[src/rtl/eth_pkg.sv]
// Shared Ethernet/ARP constants, the receive FSM state type and a bit-reflection
// helper used by the receive and transmit paths.
package eth_pkg;

  localparam logic [7:0]  ETH_PREAMBLE    = 8'h55;
  localparam logic [7:0]  ETH_SFD         = 8'hD5;
  localparam logic [15:0] ETHERTYPE_ARP   = 16'h0806;
  localparam logic [15:0] ETHERTYPE_IPV4  = 16'h0800;
  localparam logic [15:0] ARP_HTYPE_ETH   = 16'h0001;
  localparam logic [7:0]  ARP_HLEN_ETH    = 8'd6;
  localparam logic [7:0]  ARP_PLEN_IPV4   = 8'd4;
  localparam logic [15:0] ARP_OPER_REQ    = 16'd1;
  localparam logic [15:0] ARP_OPER_REP    = 16'd2;
  localparam logic [10:0] ETH_MIN_LEN     = 11'd64;
  localparam logic [10:0] ETH_MAX_LEN     = 11'd1518;
  localparam logic [31:0] CRC32_RESIDUE   = 32'hC704DD7B;
  localparam logic [31:0] CRC32_POLY_REFL = 32'hEDB88320;

  typedef enum logic [1:0] {
    RX_IDLE,
    RX_PRE,
    RX_DATA,
    RX_DROP
  } rx_state_e;

  function automatic logic [31:0] reflect32(input logic [31:0] v);
    logic [31:0] r;
    r = '0;
    for (int unsigned i = 0; i < 32; i++) r[i] = v[31-i];
    return r;
  endfunction

endpackage

[src/rtl/crc32_d8.sv]
// Reflected CRC-32 (poly 0x04C11DB7), one byte per clock, LSB first.
//   clk, rst_n : clock, async active-low reset
//   init       : load all-ones seed
//   en         : fold data into the running CRC
//   data       : input byte
//   crc        : registered CRC state (reflected, not complemented)
module crc32_d8
  import eth_pkg::*;
(
  input  logic        clk,
  input  logic        rst_n,
  input  logic        init,
  input  logic        en,
  input  logic [7:0]  data,
  output logic [31:0] crc
);

  logic [31:0] crc_next;

  always_comb begin
    crc_next = crc;
    for (int unsigned i = 0; i < 8; i++)
      crc_next = (crc_next >> 1) ^ ((crc_next[0] ^ data[i]) ? CRC32_POLY_REFL : '0);
  end

  always_ff @(posedge clk or negedge rst_n) begin
    if (!rst_n)    crc <= '1;
    else if (init) crc <= '1;
    else if (en)   crc <= crc_next;
  end

endmodule

[src/rtl/arp_rx.sv]
// GMII receive path: preamble/SFD strip, FCS check, ARP request/reply parse.
//   phy1_rx_clk, reset_n        : clock, async active-low reset
//   phy1_rx_dv, phy1_rx_data    : GMII receive byte stream
//   arp_valid                   : one-cycle strobe for an accepted ARP frame
//   arp_is_request              : 1 = request, 0 = reply (held)
//   arp_sender_mac/ip           : peer addresses (held until next strobe)
//   frame_cnt, crc_err_cnt      : saturating statistics
module arp_rx
  import eth_pkg::*;
#(
  parameter logic [47:0] MY_MAC = 48'h00301ba0a48e,
  parameter logic [31:0] MY_IP  = 32'h0a00150a
) (
  input  logic        phy1_rx_clk,
  input  logic        reset_n,
  input  logic        phy1_rx_dv,
  input  logic [7:0]  phy1_rx_data,
  output logic        arp_valid,
  output logic        arp_is_request,
  output logic [47:0] arp_sender_mac,
  output logic [31:0] arp_sender_ip,
  output logic [15:0] frame_cnt,
  output logic [15:0] crc_err_cnt
);

  rx_state_e   state, state_next;
  logic [10:0] offset;
  logic        dst_bc_mis, dst_uc_mis, fld_mis;
  logic [7:0]  oper_lo;
  logic [47:0] sha;
  logic [31:0] spa;
  logic [31:0] crc;

  logic        sfd_hit, byte_en, eof;
  logic        is_dst, is_fld;
  logic [7:0]  uc_byte, fld_byte;
  logic        len_ok, crc_ok, dst_ok, oper_ok, accept;

  assign sfd_hit = (state == RX_PRE) && phy1_rx_dv && (phy1_rx_data == ETH_SFD);
  assign byte_en = (state == RX_DATA) && phy1_rx_dv && (offset != ETH_MAX_LEN);
  assign eof     = (state == RX_DATA) && !phy1_rx_dv;

  crc32_d8 u_crc (
    .clk   (phy1_rx_clk),
    .rst_n (reset_n),
    .init  (sfd_hit),
    .en    (byte_en),
    .data  (phy1_rx_data),
    .crc   (crc)
  );

  always_ff @(posedge phy1_rx_clk or negedge reset_n) begin
    if (!reset_n) state <= RX_IDLE;
    else          state <= state_next;
  end

  always_comb begin
    state_next = state;
    case (state)
      RX_IDLE:
        if (phy1_rx_dv)
          state_next = (phy1_rx_data == ETH_PREAMBLE) ? RX_PRE : RX_DROP;
      RX_PRE:
        if (!phy1_rx_dv)                      state_next = RX_IDLE;
        else if (phy1_rx_data == ETH_SFD)     state_next = RX_DATA;
        else if (phy1_rx_data != ETH_PREAMBLE) state_next = RX_DROP;
      RX_DATA:
        if (!phy1_rx_dv)                 state_next = RX_IDLE;
        else if (offset == ETH_MAX_LEN)  state_next = RX_DROP;
      RX_DROP:
        if (!phy1_rx_dv) state_next = RX_IDLE;
      default: state_next = RX_IDLE;
    endcase
  end

  // Expected constant for the byte at the current offset.
  always_comb begin
    is_dst   = 1'b0;
    uc_byte  = '0;
    is_fld   = 1'b0;
    fld_byte = '0;
    case (offset)
      11'd0:  begin is_dst = 1'b1; uc_byte = MY_MAC[47:40]; end
      11'd1:  begin is_dst = 1'b1; uc_byte = MY_MAC[39:32]; end
      11'd2:  begin is_dst = 1'b1; uc_byte = MY_MAC[31:24]; end
      11'd3:  begin is_dst = 1'b1; uc_byte = MY_MAC[23:16]; end
      11'd4:  begin is_dst = 1'b1; uc_byte = MY_MAC[15:8];  end
      11'd5:  begin is_dst = 1'b1; uc_byte = MY_MAC[7:0];   end
      11'd12: begin is_fld = 1'b1; fld_byte = ETHERTYPE_ARP[15:8];  end
      11'd13: begin is_fld = 1'b1; fld_byte = ETHERTYPE_ARP[7:0];   end
      11'd14: begin is_fld = 1'b1; fld_byte = ARP_HTYPE_ETH[15:8];  end
      11'd15: begin is_fld = 1'b1; fld_byte = ARP_HTYPE_ETH[7:0];   end
      11'd16: begin is_fld = 1'b1; fld_byte = ETHERTYPE_IPV4[15:8]; end
      11'd17: begin is_fld = 1'b1; fld_byte = ETHERTYPE_IPV4[7:0];  end
      11'd18: begin is_fld = 1'b1; fld_byte = ARP_HLEN_ETH;         end
      11'd19: begin is_fld = 1'b1; fld_byte = ARP_PLEN_IPV4;        end
      11'd20: begin is_fld = 1'b1; fld_byte = ARP_OPER_REQ[15:8];   end
      11'd38: begin is_fld = 1'b1; fld_byte = MY_IP[31:24]; end
      11'd39: begin is_fld = 1'b1; fld_byte = MY_IP[23:16]; end
      11'd40: begin is_fld = 1'b1; fld_byte = MY_IP[15:8];  end
      11'd41: begin is_fld = 1'b1; fld_byte = MY_IP[7:0];   end
      default: ;
    endcase
  end

  // Upper bound is implied: offset cannot pass ETH_MAX_LEN while in DATA.
  assign len_ok  = (offset >= ETH_MIN_LEN);
  // Register holds the reflected CRC; the residue constant is MSB-first.
  assign crc_ok  = (reflect32(crc) == CRC32_RESIDUE);
  assign dst_ok  = !dst_bc_mis || !dst_uc_mis;
  assign oper_ok = (oper_lo == ARP_OPER_REQ[7:0]) || (oper_lo == ARP_OPER_REP[7:0]);
  assign accept  = len_ok && crc_ok && dst_ok && !fld_mis && oper_ok;

  always_ff @(posedge phy1_rx_clk or negedge reset_n) begin
    if (!reset_n) begin
      offset         <= '0;
      dst_bc_mis     <= 1'b0;
      dst_uc_mis     <= 1'b0;
      fld_mis        <= 1'b0;
      oper_lo        <= '0;
      sha            <= '0;
      spa            <= '0;
      arp_valid      <= 1'b0;
      arp_is_request <= 1'b0;
      arp_sender_mac <= '0;
      arp_sender_ip  <= '0;
      frame_cnt      <= '0;
      crc_err_cnt    <= '0;
    end else begin
      arp_valid <= 1'b0;
      if (sfd_hit) begin
        offset     <= '0;
        dst_bc_mis <= 1'b0;
        dst_uc_mis <= 1'b0;
        fld_mis    <= 1'b0;
      end
      if (byte_en) begin
        offset <= offset + 11'd1;
        if (is_dst && phy1_rx_data != 8'hFF)    dst_bc_mis <= 1'b1;
        if (is_dst && phy1_rx_data != uc_byte)  dst_uc_mis <= 1'b1;
        if (is_fld && phy1_rx_data != fld_byte) fld_mis    <= 1'b1;
        if (offset == 11'd21) oper_lo <= phy1_rx_data;
        if (offset >= 11'd22 && offset <= 11'd27) sha <= {sha[39:0], phy1_rx_data};
        if (offset >= 11'd28 && offset <= 11'd31) spa <= {spa[23:0], phy1_rx_data};
      end
      if (eof) begin
        if (frame_cnt != '1) frame_cnt <= frame_cnt + 16'd1;
        if (len_ok && !crc_ok && crc_err_cnt != '1) crc_err_cnt <= crc_err_cnt + 16'd1;
        if (accept) begin
          arp_valid      <= 1'b1;
          arp_is_request <= (oper_lo == ARP_OPER_REQ[7:0]);
          arp_sender_mac <= sha;
          arp_sender_ip  <= spa;
        end
      end
    end
  end

endmodule

[config.mk]
export PLATFORM = sky130hd
export DESIGN_NAME = arp_rx
export DESIGN_NICKNAME = d
export VERILOG_FILES = /design/src/rtl/eth_pkg.sv /design/src/rtl/crc32_d8.sv /design/src/rtl/arp_rx.sv
export SDC_FILE = /design/constraint.sdc
export NUM_CORES = 1
export LEC_CHECK = 0
export ABC_AREA = 1
export BUFFER_PORTS_ARGS = -buffer_cell sky130_fd_sc_hd__buf_2
export CAP_MARGIN = 20
export CORE_AREA = 5 5 159 161
export DETAILED_ROUTE_END_ITERATION = 10
export DIE_AREA = 0 0 164 166
export GPL_TIMING_DRIVEN = 0
export MAX_ROUTING_LAYER = met4
export PLACE_DENSITY = 0.88
export SLEW_MARGIN = 20
export SYNTH_ARGS = -nofsm -noshare
export SYNTH_HDL_FRONTEND = slang
export SYNTH_HIERARCHICAL = 1
export SYNTH_SLANG_ARGS = --single-unit
[constraint.sdc]
create_clock -name phy1_rx_clk -period 2.4 [get_ports phy1_rx_clk]
set_input_delay 0.24 -clock phy1_rx_clk [delete_from_list [all_inputs] [get_ports phy1_rx_clk]]
set_output_delay 0.24 -clock phy1_rx_clk [all_outputs]
set_load 0.03 [all_outputs]
==> flow_summary.yaml, run 1 <==
drt:
  drc_errors: 0
  drt_iter0_drc: 1019
  antenna_left: 0
  routed_via_density: 5.34
  wirelength_um: 31400
  vias: 10700
  first_pass_iters: 6
  wl_per_cell_um: 15.6
min_path:
  hp-class: "in2reg"
  min_from: "phy1_rx_dv"
timing:
  slew_headroom: 0.591
  fin_worst_skew_ns: 0.00964
  worstMarginPinSlew_ns: 0.614
  fin_crit_ns: 2.33
  fmax_mhz: 430
  period_share: 0.970
  finalHoldViolCount: 0
  drv_slew: 0
  setup_viol: 0
flow_run:
  cap_violations: 0
die:
  io_pins: 125
  core_area_um2: 23800
  fp.dieW_um: 164
  initial_core_util: 0.524
  floorplan.die.height_um: 166
  die_area_um2: 27200
  num_rows: 57
synth:
  yosysTopAreaCell: "dfrtp_1"
  synth_top_cell_area_share: 0.437
  avgSynthCellArea_um2: 8.29
  synthMuxAreaShare: 0
  yosysWarnings: 6
  synth_xor_area_frac: 0.0596
  syn-cell-area_um2: 12500
  synth_top_family_by_area: "simple AND/OR/NAND/NOR gates"
  ys_types: 50
  ys_ff_latch: 250
  synth_area_leaders: "dfrtp_1 44%, nand2_1 13%, dfstp_2 6.7%"
  yosysSeqAreaShare: 0.505
  syn_inst: 1505
  synthAdderAreaFrac: 0.00602
  syn_nets: 1522
  synth_simple_gate_area_frac: 0.271
  synth_compound_area_frac: 0.0775
power_and_ir_drop:
  comb_power_share: 0.339
  p_sw_frac: 0.380
  power_density_nw_per_um2: 988
  clkPwrFrac: 0.270
  intPower_mw: 8.90
  ir_drop_uv: 894
  p_seq_frac: 0.392
  p_switching_mw: 5.45
  leakage_nw: 7.39
critical_path:
  cpMaxStageDelayCell: "dfstp_2"
  cp_cell_sequence: "nand4_1 -> nor2_1 -> nand4_1 -> inv_1 -> clkbuf_2 -> clkbuf_2 -> nand3_1 -> nand2_1"
  arrival_ns: 2.81
  worstReg2RegStart: "u_crc/crc[25]$_DFFE_PN1P_"
  worstSetupStartpointType: "flop"
  cp_max_fo: 10
  path_delay_family: "buffers and inverters"
  required_ns: 2.88
  path_buf_inv: 3
  crit_path_end_kind: "flop"
  crit_start: "u_crc/crc[25]$_DFFE_PN1P_"
  cpPeakStageDelay_ns: 0.57
  critPathKind: "reg2reg"
clocking:
  clockBufferDepth: 3
  h-tree-depth: 1
  clock_sinks: 250
  root_buffer: "clkbuf_16"
  insertion_delay_ns: 0.55
  numCtsBuffers: 27
  cts_tree: "built"
  clk_pin_slew_ns: 0.06
global_routing:
  grt_usage: 0.234
  grt_max_degree: 88
  grt_first_pass_wirelength_um: 51600
  first_global_vias: 10500
  overflow: 0
  antenna_found_initial: 0
cells_and_area:
  num-fill-cells: 2055
  antenna_cells: 0
  final_layout_size_suffix_gt1_frac: 0.191
  final_cell_mix: "437 x nand2_1, 217 x dfrtp_1, 163 x inv_1, 138 x buf_2, 137 x nand3_1"
  stdcell_area_um2: 14500
  final_common_cell: "nand2_1"
  syn2layout_area_growth_pct: 16.4
  instances_no_fill: 2012
  nets: 1684
placed_design:
  place_inst: 1955
  placed_area_um2: 13600
  io_buffers: 124
  place_hpwl_um: 22100
  gp_congestion: 0.936
outcome:
  status: "finished clean"
## worst register-to-register path: stages (launching register included)
cell and delay (ns):
dfstp_2 0.57, nand4_1 0.10, nor2_1 0.20, nand4_1 0.29
inv_1 0.21, clkbuf_2 0.36, clkbuf_2 0.29, nand3_1 0.15
nand2_1 0.10
## state kept, by name, indices dropped and copies added (netlist names)
signal,flops
crc_err_cnt,16
arp_sender_ip,32
dst_uc_mis,1
arp_sender_mac,48
offset,11
arp_is_request,1
spa,32
arp_valid,1
dst_bc_mis,1
fld_mis,1
u_crc/crc,32
state,2
frame_cnt,16
oper_lo,8
sha,48
## power by group through the flow
stage | clock network [mW] | registers (mW) | logic, mW
global placement | 0 | 5.64 | 4.51
detailed placement | 0 | 5.67 | 4.68
global route | 4.11 | 5.72 | 5.38
CTS | 3.92 | 5.61 | 4.75
floorplan | 0 | 5.68 | 3.50
finish | 3.87 | 5.62 | 4.86
## metal layers
metal  part of all wire  global-route usage
met4              0.036              0.0799
met1               0.41               0.304
met5                  0                   -
met3              0.068              0.0288
met2               0.48               0.381
## cell usage after synthesis, drive strengths merged
cell,instances
o32ai,1
nor2,93
buf,34
or2,5
nor3,20
clkbuf,20
dfrtp,218
o211ai,2
xnor2,20
nand2,466
nand3b,4
o2111ai,2
o31ai,1
nor4,7
a21o,1
inv,180
ha,6
o21ai,131
nand4,22
dfstp,32
a21oi,27
a211oi,1
clkinv,1
a31oi,4
nand2b,2
nand3,138
a22oi,2
xor2,58
o22ai,5
a32oi,2
## stage by stage
stage,setup TNS (ns),setup WS [ns],power [mW],util,hold slack [ns]
2_1_floorplan,0,0.127,9.17,-,-0.0556
3_3_place_gp,-759.00,-3.17,10.1,0.567,0.450
3_5_place_dp,-24.81,-0.658,10.3,0.570,0.280
4_1_cts,-0.00988,-0.00988,14.3,0.606,0.136
5_1_grt,-0.0228,-0.00748,15.2,0.610,0.169
6_report,0,0.0721,14.4,0.610,0.153
## kinds of logic after synthesis
kind of cell | count (synthesis)
and+or+nand+nor | 757
adders and majority gates | 6
AOI/OAI and AO/OA | 179
DFF | 250
xor gates and xnor gates | 78
buffers and inverters | 235
## repair_timing
action | 4_1_cts | 5_1_grt
resized for setup | 9 | 30
setup endpoints to repair | 111 | 180
buffers inserted | 3 | 5
hold buffers | 1 | 0
pin swaps | 2 | 2
endpoints found under the hold margin | 86 | 0
## area by class of cell
class,instances,area (um2),area share
well taps,324,405,0.0279
plain buffers,52,362,0.0249
flip-flops and latches,250,6300,0.434
clock inverters,8,60.1,0.00413
inverters,181,686,0.0472
clock buffers,42,762,0.0525
repair buffers,135,756,0.0520
multi-input cells,1020,5200,0.358
## worst paths after layout
path / endpoint / slack (ns) / cells after the start
min reg2reg: arp_sender_mac[12]$_DFFE_PN0P_ / 0.47 / 2
max in group asynchronous: offset[0]$_DFFE_PN0P_ / 0.88 / 4
max reg2reg: arp_sender_mac[0]$_DFFE_PN0P_ / 0.07 / 8
min in group asynchronous: arp_valid$_DFF_PN0_ / 0.28 / 2
max: arp_sender_mac[0]$_DFFE_PN0P_ / 0.07 / 8
min: state[0]$_DFFE_PN0P_ / 0.15 / 5
Note: power is estimated with default switching activity, not from simulation.
==> run 2: changes to the inputs <==
--- a/config.mk
+++ b/config.mk
@@ -14,6 +14,7 @@
 export GPL_TIMING_DRIVEN = 0
 export MAX_ROUTING_LAYER = met4
 export PLACE_DENSITY = 0.88
+export SETUP_SLACK_MARGIN = 0.4
 export SLEW_MARGIN = 20
 export SYNTH_ARGS = -nofsm -noshare
 export SYNTH_HDL_FRONTEND = slang
==> constraint.sdc (replaced) <==
create_clock -name phy1_rx_clk -period 2.4 [get_ports phy1_rx_clk]
set_input_delay 0.24 -clock phy1_rx_clk [delete_from_list [all_inputs] [get_ports phy1_rx_clk]]
set_output_delay 0.24 -clock phy1_rx_clk [all_outputs]
set_load 0.01 [all_outputs]
==> run 2 against run 1 <==
Core utilization rose by 2.9 points; clock-buffer cell count fell by 4; global-route usage rose by 0.51 points; sequential share of layout area fell by 2.0 points; critical endpoint is now u_crc/crc[5]$_DFFE_PN1P_; largest cell class unchanged; wire length rose by 3.4%; critical path type unchanged; power rose by 4.9%.
==> flow_summary.yaml, run 2 (synthesized netlist as in run 1, its figures left out) <==
min_path:
  hp-class: "in2reg"
  hold_depth: 3
clocking:
  root_buffer: "clkbuf_16"
  clock_sinks: 250
  clk_pin_slew_ns: 0.06
  numCtsBuffers: 26
  cts_tree: "built"
  clockBufferDepth: 3
  insertion_delay_ns: 0.53
  h-tree-depth: 1
drt:
  routed_via_density: 5.37
  vias: 11000
  wl_per_cell_um: 15.8
  drt_iter0_drc: 1162
  antenna_left: 0
  drc_errors: 0
  first_pass_iters: 8
  wirelength_um: 32400
cells_and_area:
  final_layout_size_suffix_gt1_frac: 0.236
  final_common_cell: "nand2_1"
  multi_input_area_um2: 5370
  nets: 1728
  num-fill-cells: 1858
  regArea_um2: 6300
  reg.largest.list: "arp_sender_mac: 48 flops, sha: 48 flops"
  syn2layout_area_growth_pct: 22.0
  instances_no_fill: 2054
  final_cell_mix: "434 x nand2_1, 214 x dfrtp_1, 158 x inv_1, 135 x nand3_1, 128 x buf_2"
  stdcell_area_um2: 15200
critical_path:
  critPathKind: "reg2reg"
  required_ns: 2.85
  cpPeakStageDelay_ns: 0.42
  path_buf_inv: 6
  worstSetupPathDepth: 13
  cp_max_fo: 6
  crit_path_end_kind: "flop"
  cpMaxStageDelayCell: "dfrtp_1"
  rr_worst_depth: 13
  worstSetupStartpointType: "flop"
  cp_cell_sequence: "inv_2 -> nand2_1 -> nor2_2 -> nand3_2 -> nand2_4 -> inv_4 -> buf_8 -> buf_12 -> nor2_4 -> clkinv_4 -> clkbuf_16 -> o211ai_1 -> nand2_1"
  critPathMostFrequentCell: "nand2_1"
  arrival_ns: 2.49
  path_delay_family: "simple AND/OR/NAND/NOR gates"
power_and_ir_drop:
  intPower_mw: 9.54
  p_sw_frac: 0.366
  clkPwrFrac: 0.273
  ir_drop_uv: 780
  p_switching_mw: 5.51
  leakage_nw: 7.67
  comb_power_share: 0.352
  power_density_nw_per_um2: 989
  p_seq_frac: 0.375
  p_total_mw: 15.1
timing:
  worstMarginPinSlew_ns: 0.513
  fmax_mhz: 491
  setup_viol: 0
  drv_slew: 0
  fin_worst_skew_ns: 0.0203
  rsz0062_at_grt: "yes"
  fin_crit_ns: 2.03
  period_share: 0.848
  finalHoldViolCount: 0
  slew_headroom: 0.658
placed_design:
  io_buffers: 124
  placed_area_um2: 13600
  place_hpwl_um: 22000
  place_inst: 1955
  gp_congestion: 0.965
outcome:
  status: "finished clean"
die:
  core_area_um2: 23800
  io_pins: 125
  initial_core_util: 0.524
  fp.dieW_um: 164
  floorplan.die.height_um: 166
  die_area_um2: 27200
  num_rows: 57
global_routing:
  grt_usage: 0.239
  grt_first_pass_wirelength_um: 52800
  overflow: 0
  grt_max_degree: 104
  first_global_vias: 10600
  antenna_found_initial: 1
flow_run:
  cap_violations: 0
## run 2: worst reg2reg max path: stages (launching register included)
cell,delay [ns]
dfrtp_1,0.42
inv_2,0.10
nand2_1,0.13
nor2_2,0.15
nand3_2,0.11
nand2_4,0.10
inv_4,0.05
buf_8,0.13
buf_12,0.13
nor2_4,0.15
clkinv_4,0.10
clkbuf_16,0.17
o211ai_1,0.12
nand2_1,0.09
## run 2: metrics by stage
stage	setup TNS, ns	hold slack [ns]	util	setup slack (ns)
finish	0	0.170	0.639	0.365
global route	0	0.180	0.639	0.281
CTS	0	0.127	0.623	0.395
detailed placement	-15.59	0.217	0.571	-0.232
global placement	-748.04	0.449	0.569	-3.16
floorplan	0	-0.0556	-	0.374
## run 2: path summary, 6_finish.rpt
| kind | to | slack (ns) | startpoint |
|---|---|---|---|
| setup / recovery | u_crc/crc[5]$_DFFE_PN1P_ | 0.37 | offset[4]$_DFFE_PN0P_ |
| hold / removal | oper_lo[1]$_DFFE_PN0P_ | 0.17 | phy1_rx_data[1] |
| setup reg to reg | u_crc/crc[5]$_DFFE_PN1P_ | 0.37 | offset[4]$_DFFE_PN0P_ |
| hold reg to reg | arp_sender_mac[21]$_DFFE_PN0P_ | 0.46 | arp_sender_mac[21]$_DFFE_PN0P_ |
| max in group asynchronous | offset[0]$_DFFE_PN0P_ | 0.84 | reset_n |
| min in group asynchronous | sha[28]$_DFFE_PN0P_ | 0.26 | reset_n |
## run 2: per-layer routing
metal  GRT usage  up-vias  routed length (um)
met5           -        -                   0
met3      0.0343       88                2230
met4      0.0693        0                 949
met2       0.385      457               15800
li1            -     5221                   -
met1       0.317     5256               13500
## run 2: final cells by class
class,instances,share of cell area
inverters,181,0.0457
flip-flops and latches,250,0.414
clock inverters,8,0.00822
well taps,324,0.0266
clock buffers,38,0.0491
repair buffers,178,0.0726
diodes,1,0.000164
plain buffers,54,0.0312
multi-input cells,1020,0.352
## run 2: timing repair
item | in CTS | in global routing
setup buffers | 23 | 26
gates resized for setup | 41 | 94
gates cloned | 2 | 0
hold buffers | 1 | 0
pin swaps | 7 | 13
setup endpoints to repair | 218 | 213
endpoints found under the hold margin | 66 | 0
## run 2: power groups by stage
| stage | Combinational, mW | Clock, mW | Sequential (mW) |
|---|---|---|---|
| 6_report | 5.30 | 4.10 | 5.65 |
| 3_3_place_gp | 4.40 | 0 | 5.65 |
| 3_5_place_dp | 4.57 | 0 | 5.68 |
| 2_1_floorplan | 3.54 | 0 | 5.55 |
| 4_1_cts | 4.89 | 4.16 | 5.62 |
| 5_1_grt | 5.82 | 4.36 | 5.73 |
==> run 3: changes to the inputs <==
==> constraint.sdc (replaced) <==
create_clock -name phy1_rx_clk -period 1.8 [get_ports phy1_rx_clk]
set_input_delay 0.18 -clock phy1_rx_clk [delete_from_list [all_inputs] [get_ports phy1_rx_clk]]
set_output_delay 0.18 -clock phy1_rx_clk [all_outputs]
set_load 0.01 [all_outputs]
==> run 3 against run 2 <==
Critical path depth shrank 5; clock power grew 40%; global-route usage grew 6.9 points; highest routed layer unchanged; sequential power grew 37%; the run now ends with negative hold slack, negative setup slack left.
==> flow_summary.yaml, run 3 (synthesized netlist as in run 1, its figures left out) <==
die:
  core_area_um2: 23800
  floorplan.die.height_um: 166
  die_area_um2: 27200
  initial_core_util: 0.524
  num_rows: 57
  fp.dieW_um: 164
  io_pins: 125
drt:
  drc_errors: 0
  drt-met1-wl_um: 17300
  top_layer_used: "met4"
  vias: 13700
  wirelength_um: 53900
  routed_via_density: 6.39
  wl_met3_um: 6730
  wl_per_cell_um: 25.2
  drt_iter0_drc: 2122
  antenna_left: 0
  wl_met2_um: 24600
  first_pass_iters: 8
timing:
  worstMarginPinSlew_ns: 0.542
  final.setup.worst_slack_ns: -0.627
  period_share: 1.35
  fmax_mhz: 412
  fin_hold_ws_ns: -0.465
  fin_worst_skew_ns: 0.0254
  drv_slew: 0
  finalHoldViolCount: 66
  setup_viol: 225
  rsz0062_at_grt: "yes"
  slew_headroom: 0.639
  fin_crit_ns: 2.43
global_routing:
  overflow: 0
  grt_first_pass_wirelength_um: 66000
  grt_usage: 0.308
  first_global_vias: 12300
  antenna_found_initial: 6
  grt_max_degree: 102
critical_path:
  required_ns: 2.27
  cp_max_fo: 10
  path_buf_inv: 3
  arrival_ns: 2.89
  r2r_end: "arp_sender_ip[1]$_DFFE_PN0P_"
  critPathKind: "reg2reg"
  cpMaxStageDelayCell: "dfstp_2"
  cpPeakStageDelay_ns: 0.53
  critPathMostFrequentCell: "nand4_1"
  crit_path_end_kind: "flop"
  worstReg2RegStart: "u_crc/crc[30]$_DFFE_PN1P_"
  path_delay_family: "simple AND/OR/NAND/NOR gates"
  worstSetupStartpointType: "flop"
  cp_cell_sequence: "nand4_1 -> nor2_1 -> nand4_1 -> inv_2 -> clkbuf_16 -> clkbuf_8 -> nand3_1 -> nand2_1"
  ff2ff_setup_slack_ns: -0.63
  rr_worst_depth: 8
cells_and_area:
  stdcell_area_um2: 18400
  final_layout_size_suffix_gt1_frac: 0.477
  num-fill-cells: 1282
  multi_input_area_um2: 7210
  syn2layout_area_growth_pct: 47.4
  final_common_cell: "nand2_1"
  nets: 1805
  reg.largest.list: "arp_sender_mac: 48 flops, sha: 48 flops"
  regArea_um2: 6310
  final_cell_mix: "216 x nand2_1, 209 x dfrtp_1, 147 x inv_1, 142 x nand2_2, 125 x buf_2"
power_and_ir_drop:
  power_density_nw_per_um2: 1270
  p_total_mw: 23.4
  leakage_nw: 8.72
  ir_drop_uv: 1290
flow_run:
  cap_violations: 0
placed_design:
  place_hpwl_um: 22100
  placed_area_um2: 13800
  io_buffers: 124
  gp_congestion: 0.938
clocking:
  clk_pin_slew_ns: 0.08
  clockBufferDepth: 3
  h-tree-depth: 1
  clock_sinks: 250
  root_buffer: "clkbuf_16"
  insertion_delay_ns: 0.56
  numCtsBuffers: 26
  cts_tree: "built"
min_path:
  hp-class: "in2async"
outcome:
  failed_checks: "negative hold slack, negative setup slack"
  status: "finished, violations left"
[run 3: final cells by class]
type / count / share of cell area
antenna: 6 / 0.000816
tap: 324 / 0.0220
inverter: 181 / 0.0388
clock buffer: 39 / 0.0430
buffer: 54 / 0.0423
clock inverter: 9 / 0.00449
timing repair buffer: 252 / 0.114
sequential: 250 / 0.343
multi-input combinational: 1023 / 0.392
[run 3: power by group]
| part | internal (mW) | switching, mW |
|---|---|---|
| clock network | 3.19 | 2.54 |
| registers | 6.68 | 1.05 |
| logic | 3.90 | 6.02 |
[run 3: worst max path at each step]
stage                                         start                           end  slack, ns  depth (start not counted)
after floorplan               offset[0]$_DFFE_PN0P_     u_crc/crc[18]$_DFFE_PN1P_      -0.23                         14
after CTS                     offset[1]$_DFFE_PN0P_     u_crc/crc[12]$_DFFE_PN1P_      -0.09                         14
after global placement                      reset_n         offset[1]$_DFFE_PN0P_      -4.11                          1
final                     u_crc/crc[30]$_DFFE_PN1P_  arp_sender_ip[1]$_DFFE_PN0P_      -0.63                          8
after detailed placement            phy1_rx_data[0]      u_crc/crc[7]$_DFFE_PN1P_      -0.69                         11
after global routing         oper_lo[5]$_DFFE_PN0P_  arp_sender_ip[1]$_DFFE_PN0P_      -0.65                          8
[run 3: repair_timing]
item | 4_1_cts | 5_1_grt
endpoints found under the hold margin | 53 | 53
setup endpoints to repair | 249 | 253
gates resized for setup | 418 | 373
buffers inserted | 72 | 24
pin swaps | 43 | 60
cloned | 26 | 7
[run 3: metrics by stage]
stage	setup TNS, ns	util	setup WS [ns]	instances
after floorplan	-3.92	-	-0.225	1505
after global placement	-938.57	0.577	-4.11	1953
after detailed placement	-89.58	0.579	-0.694	1955
after CTS	-6.58	0.703	-0.0887	2101
after global routing	-54.06	0.772	-0.648	2138
final	-42.80	0.772	-0.627	2138
[run 3: metal layers]
metal | global-route usage | vias to the layer above
li1 | - | 5399
met1 | 0.381 | 6470
met5 | - | -
met2 | 0.505 | 1292
met3 | 0.0464 | 496
met4 | 0.129 | 0
